$ cat src/rtl/pipeline_register_pkg.sv
// Shared types and defaults for the pipeline_register slice.
package pipeline_register_pkg;

    localparam int DATA_WIDTH_DEFAULT = 32;

    // Occupancy of the skid variant: words held across output and skid registers
    typedef enum logic [1:0] {
        EMPTY = 2'd0,
        BUSY  = 2'd1,
        FULL  = 2'd2
    } skid_state_t;

endpackage

$ cat src/rtl/pipeline_register_skid.sv
// Skid data register and occupancy FSM for the pipeline_register slice.
// Tells the top-level output register when to load (and from where) or drop.
// in_ready is registered, so it has no combinational path from out_ready.
module pipeline_register_skid
    import pipeline_register_pkg::*;
#(
    parameter int DATA_WIDTH = DATA_WIDTH_DEFAULT
) (
    input  logic                  clk,
    input  logic                  rst_n,
    input  logic [DATA_WIDTH-1:0] in_data,
    input  logic                  in_valid,
    input  logic                  out_ready,
    output logic                  in_ready,
    output logic                  load_en,
    output logic [DATA_WIDTH-1:0] load_data,
    output logic                  drop_en
);

    skid_state_t           state_q, state_d;
    logic [DATA_WIDTH-1:0] skid_data_q, skid_data_d;
    logic                  in_ready_q, in_ready_d;
    logic                  in_xfer;

    // The flop is ready out of reset; rst_n masks it so nothing is accepted during reset
    assign in_ready = in_ready_q & rst_n;
    assign in_xfer  = in_valid & in_ready;

    // State register: occupancy, skid word and registered ready
    always_ff @(posedge clk) begin
        if (!rst_n) begin
            state_q     <= EMPTY;
            skid_data_q <= '0;
            in_ready_q  <= 1'b1;
        end else begin
            state_q     <= state_d;
            skid_data_q <= skid_data_d;
            in_ready_q  <= in_ready_d;
        end
    end

    // Next state: track how many words the slice holds after this edge
    always_comb begin
        state_d = state_q;
        case (state_q)
            EMPTY: if (in_xfer) state_d = BUSY;
            BUSY: begin
                if (in_xfer && !out_ready)      state_d = FULL;
                else if (!in_xfer && out_ready) state_d = EMPTY;
            end
            FULL:    if (out_ready) state_d = BUSY;
            default: state_d = EMPTY;
        endcase
    end

    // Outputs: steer the output register, capture into skid when stalled
    always_comb begin
        load_en     = 1'b0;
        load_data   = in_data;
        drop_en     = 1'b0;
        skid_data_d = skid_data_q;
        in_ready_d  = (state_d != FULL);
        case (state_q)
            EMPTY: load_en = in_xfer;
            BUSY: begin
                if (in_xfer) begin
                    if (out_ready) load_en     = 1'b1;
                    else           skid_data_d = in_data;
                end else if (out_ready) begin
                    drop_en = 1'b1;
                end
            end
            FULL: begin
                if (out_ready) begin
                    load_en   = 1'b1;
                    load_data = skid_data_q;
                end
            end
            default: ;
        endcase
    end

endmodule

$ cat src/rtl/pipeline_register.sv
// Single-stage valid/ready register slice.
// Build option: define PIPELINE_REGISTER_SKID_EN for a 2-entry skid variant with a
// registered in_ready; otherwise in_ready = !out_valid | out_ready.
module pipeline_register
    import pipeline_register_pkg::*;
#(
    parameter int DATA_WIDTH = DATA_WIDTH_DEFAULT
) (
    input  logic                  clk,
    input  logic                  rst_n,
    input  logic [DATA_WIDTH-1:0] in_data,
    input  logic                  in_valid,
    output logic                  in_ready,
    output logic [DATA_WIDTH-1:0] out_data,
    output logic                  out_valid,
    input  logic                  out_ready
);

    logic [DATA_WIDTH-1:0] out_data_q, out_data_d;
    logic                  out_valid_q, out_valid_d;
    logic                  load_en;
    logic [DATA_WIDTH-1:0] load_data;
    logic                  drop_en;

`ifdef PIPELINE_REGISTER_SKID_EN
    pipeline_register_skid #(
        .DATA_WIDTH (DATA_WIDTH)
    ) u_skid (
        .clk       (clk),
        .rst_n     (rst_n),
        .in_data   (in_data),
        .in_valid  (in_valid),
        .out_ready (out_ready),
        .in_ready  (in_ready),
        .load_en   (load_en),
        .load_data (load_data),
        .drop_en   (drop_en)
    );
`else
    // Handshake glue: accept whenever the output slot is free or being emptied
    always_comb begin
        in_ready  = rst_n & (~out_valid_q | out_ready);
        load_en   = in_valid & in_ready;
        load_data = in_data;
        drop_en   = out_valid_q & out_ready;
    end
`endif

    // Output register next value: a load wins over a drop; data holds otherwise
    always_comb begin
        out_data_d  = out_data_q;
        out_valid_d = out_valid_q;
        if (load_en) begin
            out_data_d  = load_data;
            out_valid_d = 1'b1;
        end else if (drop_en) begin
            out_valid_d = 1'b0;
        end
    end

    // Output register
    always_ff @(posedge clk) begin
        if (!rst_n) begin
            out_data_q  <= '0;
            out_valid_q <= 1'b0;
        end else begin
            out_data_q  <= out_data_d;
            out_valid_q <= out_valid_d;
        end
    end

    assign out_data  = out_data_q;
    assign out_valid = out_valid_q;

endmodule

$ cat config.mk
export PLATFORM = sky130hd
export DESIGN_NAME = pipeline_register
export DESIGN_NICKNAME = d
export VERILOG_FILES = /design/src/rtl/pipeline_register_pkg.sv /design/src/rtl/pipeline_register_skid.sv /design/src/rtl/pipeline_register.sv
export SDC_FILE = /design/constraint.sdc
export NUM_CORES = 1
export LEC_CHECK = 0
export ABC_AREA = 1
export ABC_CLOCK_PERIOD_IN_PS = 890
export CELL_PAD_IN_SITES_DETAIL_PLACEMENT = 2
export CELL_PAD_IN_SITES_GLOBAL_PLACEMENT = 2
export CORE_ASPECT_RATIO = 0.6
export CORE_MARGIN = 3
export CORE_UTILIZATION = 18
export DETAILED_ROUTE_END_ITERATION = 12
export GPL_ROUTABILITY_DRIVEN = 0
export PLACE_DENSITY = 0.82
export SETUP_SLACK_MARGIN = 0.05
export SYNTH_ARGS = -nofsm -noshare
export SYNTH_HDL_FRONTEND = slang
export SYNTH_SLANG_ARGS = --single-unit
$ cat constraint.sdc
create_clock -name clk -period 0.89 [get_ports clk]
set_input_delay 0.1335 -clock clk [delete_from_list [all_inputs] [get_ports clk]]
set_output_delay 0.1335 -clock clk [all_outputs]
set_load 0.02 [all_outputs]
==> impl_metrics.toml, run 1 <==
[timing]
setup-tns-final_ns = -6.53
finalCritPeriodShare_pct = 124
setup_slack_ns = -0.214
rsz0062_at_grt = "true"
period_needed_ns = 1.10
finalHoldViolations = 0
tightest_slew_ns = 0.311
setup_viol = 35
relSlewSlack_pct = 79.3
finClkSkew_ns = 0.00596
slew_viol_final = 0
max_freq_mhz = 906

[power]
powerDensity_mw_per_mm2 = 1600
max-vdd-ir-drop_v = 0.000669
total_power_mw = 4.48
leakagePower_nw = 1.37

[grt]
globalRouteTotalUtil_pct = 12.9
grt_overflow = 0
grt_pass1_vias = 1911
grt_max_degree = 29
grt_pass1_wl_um = 9560
antenna_found_initial = 0

[run_status]
status = "complete, but fails checks"
violations = "negative setup slack"

[critical_path]
startpoint = "out_valid$_SDFFE_PN0P_"
crit_arrival_ns = 1.27
rr_worst_depth = 6
path_class = "flop to flop"
cp_max_fo = 6
critical_path.top_delay_family = "flip-flops"
startpoint_type = "flop"
r2r_slack_ns = -0.21
timing.rr.end = "out_data[1]$_SDFFE_PN0P_"
crit_buf_inv = 2
r2r_start = "out_valid$_SDFFE_PN0P_"
worstSetupEndpointType = "flop"
slowest_stage = "dfxtp_4"
cp_num_cells = 6
slowest_delay_ns = 0.36
endpoint = "out_data[1]$_SDFFE_PN0P_"
critPathRequiredTime_ns = 1.06
cp_cell_sequence = "buf_6, nand2_8, nand3_4, clkbuf_16, nand2_2, nand2_1"

[placed_design]
place_area_mm2 = 0.00233
hpwl_um = 4020
numPortBuffers = 69
pre_cts_ws_ns = -0.619

[yosys]
syn_inst = 217
ys_types = 11
yosysTopAreaCellShare_pct = 44.9
ys_seq_elements = 33
ys_warn_count = 0
yosys.area.top_type = "dfxtp_1"
yosysSeqAreaShare_pct = 44.9
synth_area_leaders = "dfxtp_1 45%, nand2_1 24%, nand4_1 14%, buf_2 4.8%, clkinv_1 4.3%"
syn_area_mm2 = 0.00147
synth_fp_nets = 253
synth_area_per_cell_um2 = 6.78

[cts]
clock_latency_ns = 0.27
cts_tree = "built"
clkSinkCount = 33
path_clk_slew_ns = 0.06
htreeDepth = 2
cts-buffers-inserted = 5
clockBufferDepth = 2
cts_root_buf = "clkbuf_16"
hold_buffers = 0

[finish]
design_area_mm2 = 0.00281
area_delta_synth_final_pct = 91.0
fillCellCount = 858
n_antenna_cell = 0
final_util_pct = 37.0
nNetsFinal = 332
drive_gt1_share_pct = 44.8

[routing]
dr.pass1.iters = 4
wl_per_cell_um = 15.5
vias = 1697
ant_nets = 0
via_per_inst = 4.23
drtIter0Drc = 61
drcViolationCount = 0
routed_wl_um = 6210

[die]
rows = 24
start_util_pct = 19.4
fp.dieW_um = 123
die_h_um = 76.0
die-area_mm2 = 0.00933
core_area_mm2 = 0.00760
pin_count = 70

[run]
max_cap_viol_count = 0

[min_path]
min_path_type = "input port to flop"
[where the power goes]
part           internal (mW)  switching, mW
combinational          0.537          0.507
sequential              1.61         0.0818
clock                   1.12          0.632
[cells by family after synthesis]
kind of cell | count (synthesis) | share of synthesized area, %
simple gates | 130 | 39.2
compound gates | 2 | 0.680
buf+inv | 52 | 15.2
flops | 33 | 44.9
[through the flow]
stage / cells / hold WS, ns
after detailed placement: 383 / 0.439
final: 401 / 0.137
after CTS: 397 / 0.144
after global routing: 401 / 0.158
after global placement: 383 / 0.432
after floorplan: 217 / 0.287
[cells in the final DEF (no fill, tap or decap), drive strengths merged]
cell type | synthesis | final
clkbuf | 0 | 9
dfxtp | 33 | 33
buf | 17 | 54
clkinv | 17 | 17
nand3 | 1 | 1
nand4 | 32 | 32
dlygate4sd2 | 0 | 2
clkdlybuf4s50 | 0 | 32
a21oi | 2 | 2
inv | 18 | 18
nand2 | 97 | 97
[final cells by class]
class	count	area, um2	share of cell area [%]
timing repair buffer	89	975	34.7
multi-input combinational	132	723	25.7
sequential	33	704	25.1
clock buffer	8	146	5.21
inverter	35	131	4.67
tap	104	130	4.63
[cell usage after synthesis]
master    instances
nand4_1          32
nand2_1          96
inv_1            16
buf_2            14
dfxtp_1          33
nand3_2           1
a21oi_1           2
clkinv_1         17
inv_2             2
nand2_2           1
buf_4             3
[how the worst min path moves through the flow]
| stage | end | cells past startpoint | startpoint |
|---|---|---|---|
| after floorplan | out_data[25]$_SDFFE_PN0P_ | 2 | in_data[25] |
| after global placement | out_valid$_SDFFE_PN0P_ | 3 | rst_n |
| after detailed placement | out_valid$_SDFFE_PN0P_ | 3 | rst_n |
| after CTS | out_valid$_SDFFE_PN0P_ | 3 | rst_n |
| after global routing | out_valid$_SDFFE_PN0P_ | 3 | rst_n |
| final | out_valid$_SDFFE_PN0P_ | 3 | rst_n |
[layer usage]
layer | part of all wire (%) | global-route usage [%]
met5 | 0 | 0
met4 | 0.71 | 2.01
met3 | 5.5 | 3.93
met2 | 47 | 21.5
met1 | 47 | 16.6
[flip-flops by register name (all words and copies together) (netlist names)]
| name | count |
|---|---|
| out_data | 32 |
| out_valid | 1 |
[worst min-delay path, delay by kind of cell]
kind | cells | cell delay, ns
buffers and inverters | 2 | 0.21
AO/OA/AOI/OAI | 1 | 0.03
[what timing repair did]
action                     4_1_cts  5_1_grt
setup buffers                    4        2
pin swaps                        0        1
setup endpoints to repair       67       67
gates cloned                     2        2
gates resized for setup        242       38
No activity file was read; power rests on OpenSTA's default activity.
==> run 2, diff against run 1 <==
--- a/config.mk
+++ b/config.mk
@@ -6,7 +6,6 @@
 export NUM_CORES = 1
 export LEC_CHECK = 0
 export ABC_AREA = 1
-export ABC_CLOCK_PERIOD_IN_PS = 890
 export CELL_PAD_IN_SITES_DETAIL_PLACEMENT = 2
 export CELL_PAD_IN_SITES_GLOBAL_PLACEMENT = 2
 export CORE_ASPECT_RATIO = 0.6
==> results of run 2 <==
Same layout as run 1: the final DEF is identical, and so are final timing and power.
